$ cat config.mk
export PLATFORM = sky130hd
export DESIGN_NAME = upmixer_2b
export DESIGN_NICKNAME = d
export VERILOG_FILES = /design/src/rtl/upmixer_2b.sv
export SDC_FILE = /design/constraint.sdc
export NUM_CORES = 1
export LEC_CHECK = 0
export BUFFER_PORTS_ARGS = -buffer_cell sky130_fd_sc_hd__buf_2
export CAP_MARGIN = 5
export CORE_ASPECT_RATIO = 1.25
export CORE_UTILIZATION = 64
export CTS_BUF_LIST = sky130_fd_sc_hd__clkbuf_4 sky130_fd_sc_hd__clkbuf_8
export CTS_CLUSTER_DIAMETER = 50
export DETAILED_ROUTE_END_ITERATION = 16
export HOLD_SLACK_MARGIN = 0.03
export PLACE_DENSITY = 0.83
export SKIP_LAST_GASP = 1
export SLEW_MARGIN = 20
export SYNTH_ARGS = -nofsm -noshare
export SYNTH_HDL_FRONTEND = slang
export SYNTH_SLANG_ARGS = --single-unit
$ cat constraint.sdc
create_clock -name CLK -period 6.6 [get_ports CLK]
set_clock_uncertainty 0.15 [all_clocks]
set_input_delay 0.33 -clock CLK [delete_from_list [all_inputs] [get_ports CLK]]
set_output_delay 0.33 -clock CLK [all_outputs]
set_load 0.02 [all_outputs]
$ cat src/rtl/upmixer_2b.sv
// Transmit upmixer: I*cos - Q*sin, error-feedback shaped into a 5-level ladder code (0..4).
// Latency 3 edges sin/cos -> RF_code; IQ_ready drops while the 1-entry holding reg is full.
module upmixer_2b #(
  parameter int BITS     = 6,
  parameter int RATE_DIV = 64
) (
  input  logic                   CLK,
  input  logic                   RST,
  input  logic                   EN,
  input  logic signed [BITS-1:0] I_in,
  input  logic signed [BITS-1:0] Q_in,
  input  logic                   IQ_valid,
  output logic                   IQ_ready,
  input  logic signed [BITS-1:0] sin_in,
  input  logic signed [BITS-1:0] cos_in,
  output logic [2:0]             RF_code,
  output logic                   RF_out,
  output logic                   UNDERRUN,
  output logic [1:0]             STATE
);

  localparam int CW = $clog2(RATE_DIV);
  localparam int PW = 2 * BITS;
  localparam int SW = PW + 1;
  localparam int EW = PW + 2;
  localparam int VW = PW + 3;
  localparam int SV = 1 << (PW - 2);

  localparam logic signed [VW-1:0] S_P    = VW'(SV);
  localparam logic signed [VW-1:0] S_N    = VW'(-SV);
  localparam logic signed [VW-1:0] OFF_P2 = VW'(2 * SV);
  localparam logic signed [VW-1:0] OFF_N2 = VW'(-2 * SV);
  localparam logic signed [VW-1:0] T_N3   = VW'(-(3 * SV) / 2);
  localparam logic signed [VW-1:0] T_N1   = VW'(-SV / 2);
  localparam logic signed [VW-1:0] T_P1   = VW'(SV / 2);
  localparam logic signed [VW-1:0] T_P3   = VW'((3 * SV) / 2);

  typedef struct packed {
    logic signed [BITS-1:0] i;
    logic signed [BITS-1:0] q;
  } iq_t;

  typedef enum logic [1:0] {
    ST_IDLE  = 2'b00,
    ST_RUN   = 2'b01,
    ST_UNDER = 2'b10
  } state_t;

  state_t          state_q, state_d;
  logic [CW-1:0]   div_cnt;
  logic            hold_full, hold_full_d;
  iq_t             hold_dat, hold_d;
  iq_t             cur_dat, cur_d;
  iq_t             in_dat;
  logic            accept, strobe, under_set;

  logic signed [BITS-1:0] sin_q, cos_q;
  logic signed [PW-1:0]   pi_q, pq_q;
  logic signed [SW-1:0]   s_q;
  logic signed [EW-1:0]   err_q;
  logic signed [VW-1:0]   v, off, e_raw, e_sat;
  logic [2:0]             code_d;

  assign in_dat   = '{i: I_in, q: Q_in};
  assign IQ_ready = !hold_full;
  assign accept   = IQ_valid && IQ_ready;
  assign strobe   = (div_cnt == CW'(RATE_DIV - 1));
  assign STATE    = state_q;

  always_ff @(posedge CLK) begin
    if (RST) state_q <= ST_IDLE;
    else     state_q <= state_d;
  end

  // A strobe with an empty holding reg still counts as served if a sample arrives that cycle.
  always_comb begin
    state_d     = state_q;
    cur_d       = cur_dat;
    hold_d      = hold_dat;
    hold_full_d = hold_full;
    under_set   = 1'b0;
    if (!EN) begin
      state_d     = ST_IDLE;
      cur_d       = '0;
      hold_d      = '0;
      hold_full_d = 1'b0;
    end else if (state_q == ST_IDLE) begin
      if (accept) begin
        state_d = ST_RUN;
        cur_d   = in_dat;
      end
    end else if (strobe) begin
      if (hold_full) begin
        state_d     = ST_RUN;
        cur_d       = hold_dat;
        hold_full_d = 1'b0;
      end else if (accept) begin
        state_d = ST_RUN;
        cur_d   = in_dat;
      end else begin
        state_d   = ST_UNDER;
        cur_d     = '0;
        under_set = 1'b1;
      end
    end else if (accept) begin
      hold_d      = in_dat;
      hold_full_d = 1'b1;
    end
  end

  always_ff @(posedge CLK) begin
    if (RST) begin
      div_cnt   <= '0;
      hold_full <= 1'b0;
      hold_dat  <= '0;
      cur_dat   <= '0;
      UNDERRUN  <= 1'b0;
    end else begin
      if (!EN || state_q == ST_IDLE || strobe) div_cnt <= '0;
      else                                     div_cnt <= div_cnt + CW'(1);
      hold_full <= hold_full_d;
      hold_dat  <= hold_d;
      cur_dat   <= cur_d;
      if (under_set) UNDERRUN <= 1'b1;
    end
  end

  always_comb begin
    v      = VW'(s_q) + VW'(err_q);
    code_d = 3'd2;
    off    = '0;
    if (v < T_N3) begin
      code_d = 3'd0;
      off    = OFF_N2;
    end else if (v < T_N1) begin
      code_d = 3'd1;
      off    = S_N;
    end else if (v < T_P1) begin
      code_d = 3'd2;
      off    = '0;
    end else if (v < T_P3) begin
      code_d = 3'd3;
      off    = S_P;
    end else begin
      code_d = 3'd4;
      off    = OFF_P2;
    end
    e_raw = v - off;
    e_sat = e_raw;
    if (e_raw > S_P)      e_sat = S_P;
    else if (e_raw < S_N) e_sat = S_N;
  end

  // Mixer and shaper keep running in IDLE so the residual error drains to mid-scale.
  always_ff @(posedge CLK) begin
    if (RST) begin
      sin_q   <= '0;
      cos_q   <= '0;
      pi_q    <= '0;
      pq_q    <= '0;
      s_q     <= '0;
      err_q   <= '0;
      RF_code <= 3'd2;
      RF_out  <= 1'b1;
    end else begin
      sin_q   <= sin_in;
      cos_q   <= cos_in;
      pi_q    <= PW'($signed(cur_dat.i)) * PW'(cos_q);
      pq_q    <= PW'($signed(cur_dat.q)) * PW'(sin_q);
      s_q     <= SW'(pi_q) - SW'(pq_q);
      err_q   <= EW'(e_sat);
      RF_code <= code_d;
      RF_out  <= (code_d >= 3'd2);
    end
  end

endmodule

==> impl_metrics.tcl <==
set metrics [dict create \
    gp_congestion 0.859 \
    path_max_fanout 10 \
    post_dp_cell_area_sq_mm 0.00756 \
    syn_inst 776 \
    seq_power_share_pct 27.2 \
    required_ns 6.76 \
    cts_made_buffers 9 \
    drtPass1Iterations 5 \
    setup_viol 0 \
    hold_path.startpoint "cos_in[5]" \
    dpl.hpwl_microns 11400 \
    fp.dieH_microns 121 \
    tns_ns 0 \
    cts_max_path_buffers 2 \
    io_buffer_count 35 \
    ant_nets 0 \
    drv_slew 0 \
    drive_gt1_share_pct 10.0 \
    vias 5420 \
    min_period_over_period_pct 82.5 \
    rows 43 \
    synth_fp_nets 931 \
    critical-path-top-delay-family "compound AO/OA/AOI/OAI gates" \
    synth.top_cells.by_area "dfxtp_1 (28%), fa_1 (15%), ha_1 (12%)" \
    htreeDepth 3 \
    max-slew-margin-rel_pct 41.2 \
    synth_edf_count 0 \
    final_common_cell "dfxtp_1" \
    finalHoldViolations 0 \
    clk_latency_ns 0.38 \
    reg2reg_to "err_q[8]" \
    synthToLayoutAreaGrowth_pct 7.95 \
    status "complete, no violations" \
    overflow 0 \
    grt_pass1_wl_microns 24700 \
    root_buffer "clkbuf_8" \
    cts_setup_buffers 0 \
    drv_cap 0 \
    seq_area_frac_synth_pct 27.8 \
    final_nets 970 \
    end_kind "register" \
    grt_pass1_vias 5587 \
    p_comb_share_pct 57.9 \
    synth_top_cell_area_share_pct 27.8 \
    antenna_found_initial 0 \
    power.leakage_nw 3.59 \
    fin_ws_ns 1.15 \
    drc 0 \
    grt_max_degree 55 \
    ys_seq_elements 101 \
    fin_area_sq_mm 0.00786 \
    ys_warn_count 0 \
    hold_class "in -> reg" \
    diodes 0 \
    track_usage_pct 26.0 \
    cp_cell_sequence "ha_1, fa_1, a211o_1, a221o_1, a2111oi_2, or3_1, nor2_1, a22o_1, and3_1, ha_1, inv_1, fa_1, nor4_1, nand3_1, nor4_1, nand4_1, a21oi_1, nand4b_4, a21oi_1" \
    dieArea_sq_mm 0.0118 \
    cts_sinks 101 \
    clkPwrFrac_pct 14.8 \
    finalPower_w 0.00265 \
    period_needed_ns 5.45 \
    holdPathStages 2 \
    coreArea_sq_mm 0.0111 \
    clkTransAtPathRegs_ns 0.10 \
    floorplan.initialDensity_pct 65.7 \
    critPathMaxStageDelay_ns 0.46 \
    power_switching_share_pct 45.2 \
    cts_tree "yes" \
    syn-mean-instance-area_sq_um 9.39 \
    internal_power_w 0.00145 \
    yosysTopAreaCell "dfxtp_1" \
    power_density_mw_per_mm2 336 \
    switchingPower_w 0.00119 \
    rrSetupSlack_ns 1.15 \
    crit_buf_inv 1 \
    ys_types 68 \
    wire_per_inst_microns 15.3 \
    io_pins 36 \
    max_clock_freq_mhz 184 \
    cp.depth 19 \
    async_reset_ff_share_pct 0 \
    crit_type "reg -> reg" \
    final_cell_mix "dfxtp_1 (101), nor2_1 (76), ha_1 (72)" \
    post_cts_resized 0 \
    post-place-ws_ns 1.16 \
    peakVddDrop_mv 0.194 \
    syn_area_sq_mm 0.00728 \
    worstHoldEndpoint "cos_q[5]" \
    rr_worst_depth 19 \
    worstReg2RegStart "s_q[0]" \
    drt_iter0_markers 180 \
    crit_path_start_kind "register" \
    ys.flop_type "dfxtp_1" \
    routed_wl_microns 14600 \
    worst_pin_slew_ns 0.881 \
    die_w_microns 97.4 \
    viasPerCell 5.68 \
    slowest_stage "fa_1" \
    crit_arrival_ns 5.60 \
    rsz0062_at_grt "no" \
]
flip-flops by register name (all words and copies together), names as in the netlist:
register   count
sin_q          6
pq_q          12
cos_q          6
UNDERRUN       1
cur_dat       12
RF_code        3
RF_out         1
hold_dat      12
STATE          2
div_cnt        6
s_q           13
pi_q          12
hold_full      1
err_q         14
final cells by class:
type,instances,area (sq um)
sequential,101,2020
inverter,71,267
multi-input combinational,585,4910
clock inverter,7,76.3
clock buffer,9,124
fill,828,3220
timing repair buffer,47,290
tap,135,169
power by group through the flow:
stage | Sequential (W) | Clock [W] | Combinational [W]
after detailed placement | 0.000734 | 0 | 0.00151
after floorplan | 0.000730 | 0 | 0.00124
after global placement | 0.000732 | 0 | 0.00150
final | 0.000720 | 0.000392 | 0.00153
after global routing | 0.000725 | 0.000423 | 0.00169
after CTS | 0.000720 | 0.000396 | 0.00153
worst max path at each step:
stage	startpoint	to	slack, ns
final	s_q[0]	err_q[8]	1.15
after global routing	s_q[0]	err_q[2]	0.73
after CTS	s_q[0]	err_q[2]	1.12
after detailed placement	s_q[0]	err_q[2]	1.16
after global placement	s_q[0]	err_q[6]	1.38
after floorplan	s_q[0]	err_q[2]	1.82
routing by layer:
layer	part of all wire [%]	vias up	track usage, %
li1	-	2693	-
met2	53	125	49.3
met4	3.5	0	12.2
met5	0	-	0
met1	40	2573	28.1
met3	3.1	29	4.15
cells by family (layout without fill, tap and decap cells):
| kind of cell | Yosys count | in the layout | share of synthesized area, % |
|---|---|---|---|
| simple gates | 266 | 266 | 20.0 |
| buf+inv | 90 | 134 | 4.86 |
| fa+ha+maj | 127 | 127 | 27.5 |
| compound gates | 141 | 141 | 13.5 |
| flops | 101 | 101 | 27.8 |
| mux | 13 | 13 | 1.80 |
| xor+xnor | 38 | 38 | 4.57 |
per-stage QoR:
stage | instances | hold slack, ns | util (%)
global placement | 929 | 0.282 | 68.2
CTS | 955 | 0.0301 | 70.9
finish | 955 | 0.0254 | 70.9
global route | 955 | 0.0349 | 70.9
detailed placement | 929 | 0.294 | 68.2
floorplan | 776 | 0.268 | -
synth_stat cells, drive strengths merged (2+ instances only):
cell	count
nor4bb	2
nand4	2
fa	55
a21boi	10
mux2i	12
inv	71
xor2	7
o21bai	8
nor3	18
nor2b	31
nand3	11
o311ai	2
nand4b	3
a31oi	5
dfxtp	101
nand2b	15
and2	38
o41ai	2
or2	5
nor2	77
a22oi	12
a21o	8
buf	4
a221o	2
nand2	44
a211oi	13
and3	9
o21a	5
o22ai	2
clkbuf	15
o21ai	21
xnor2	31
nor4	4
nor3b	3
ha	72
a21oi	41
timing repair:
item	CTS	global route
setup endpoints to repair	0	0
hold buffers	10	0
endpoints found under the hold margin	10	0
Power figures use the tool's default switching activity.
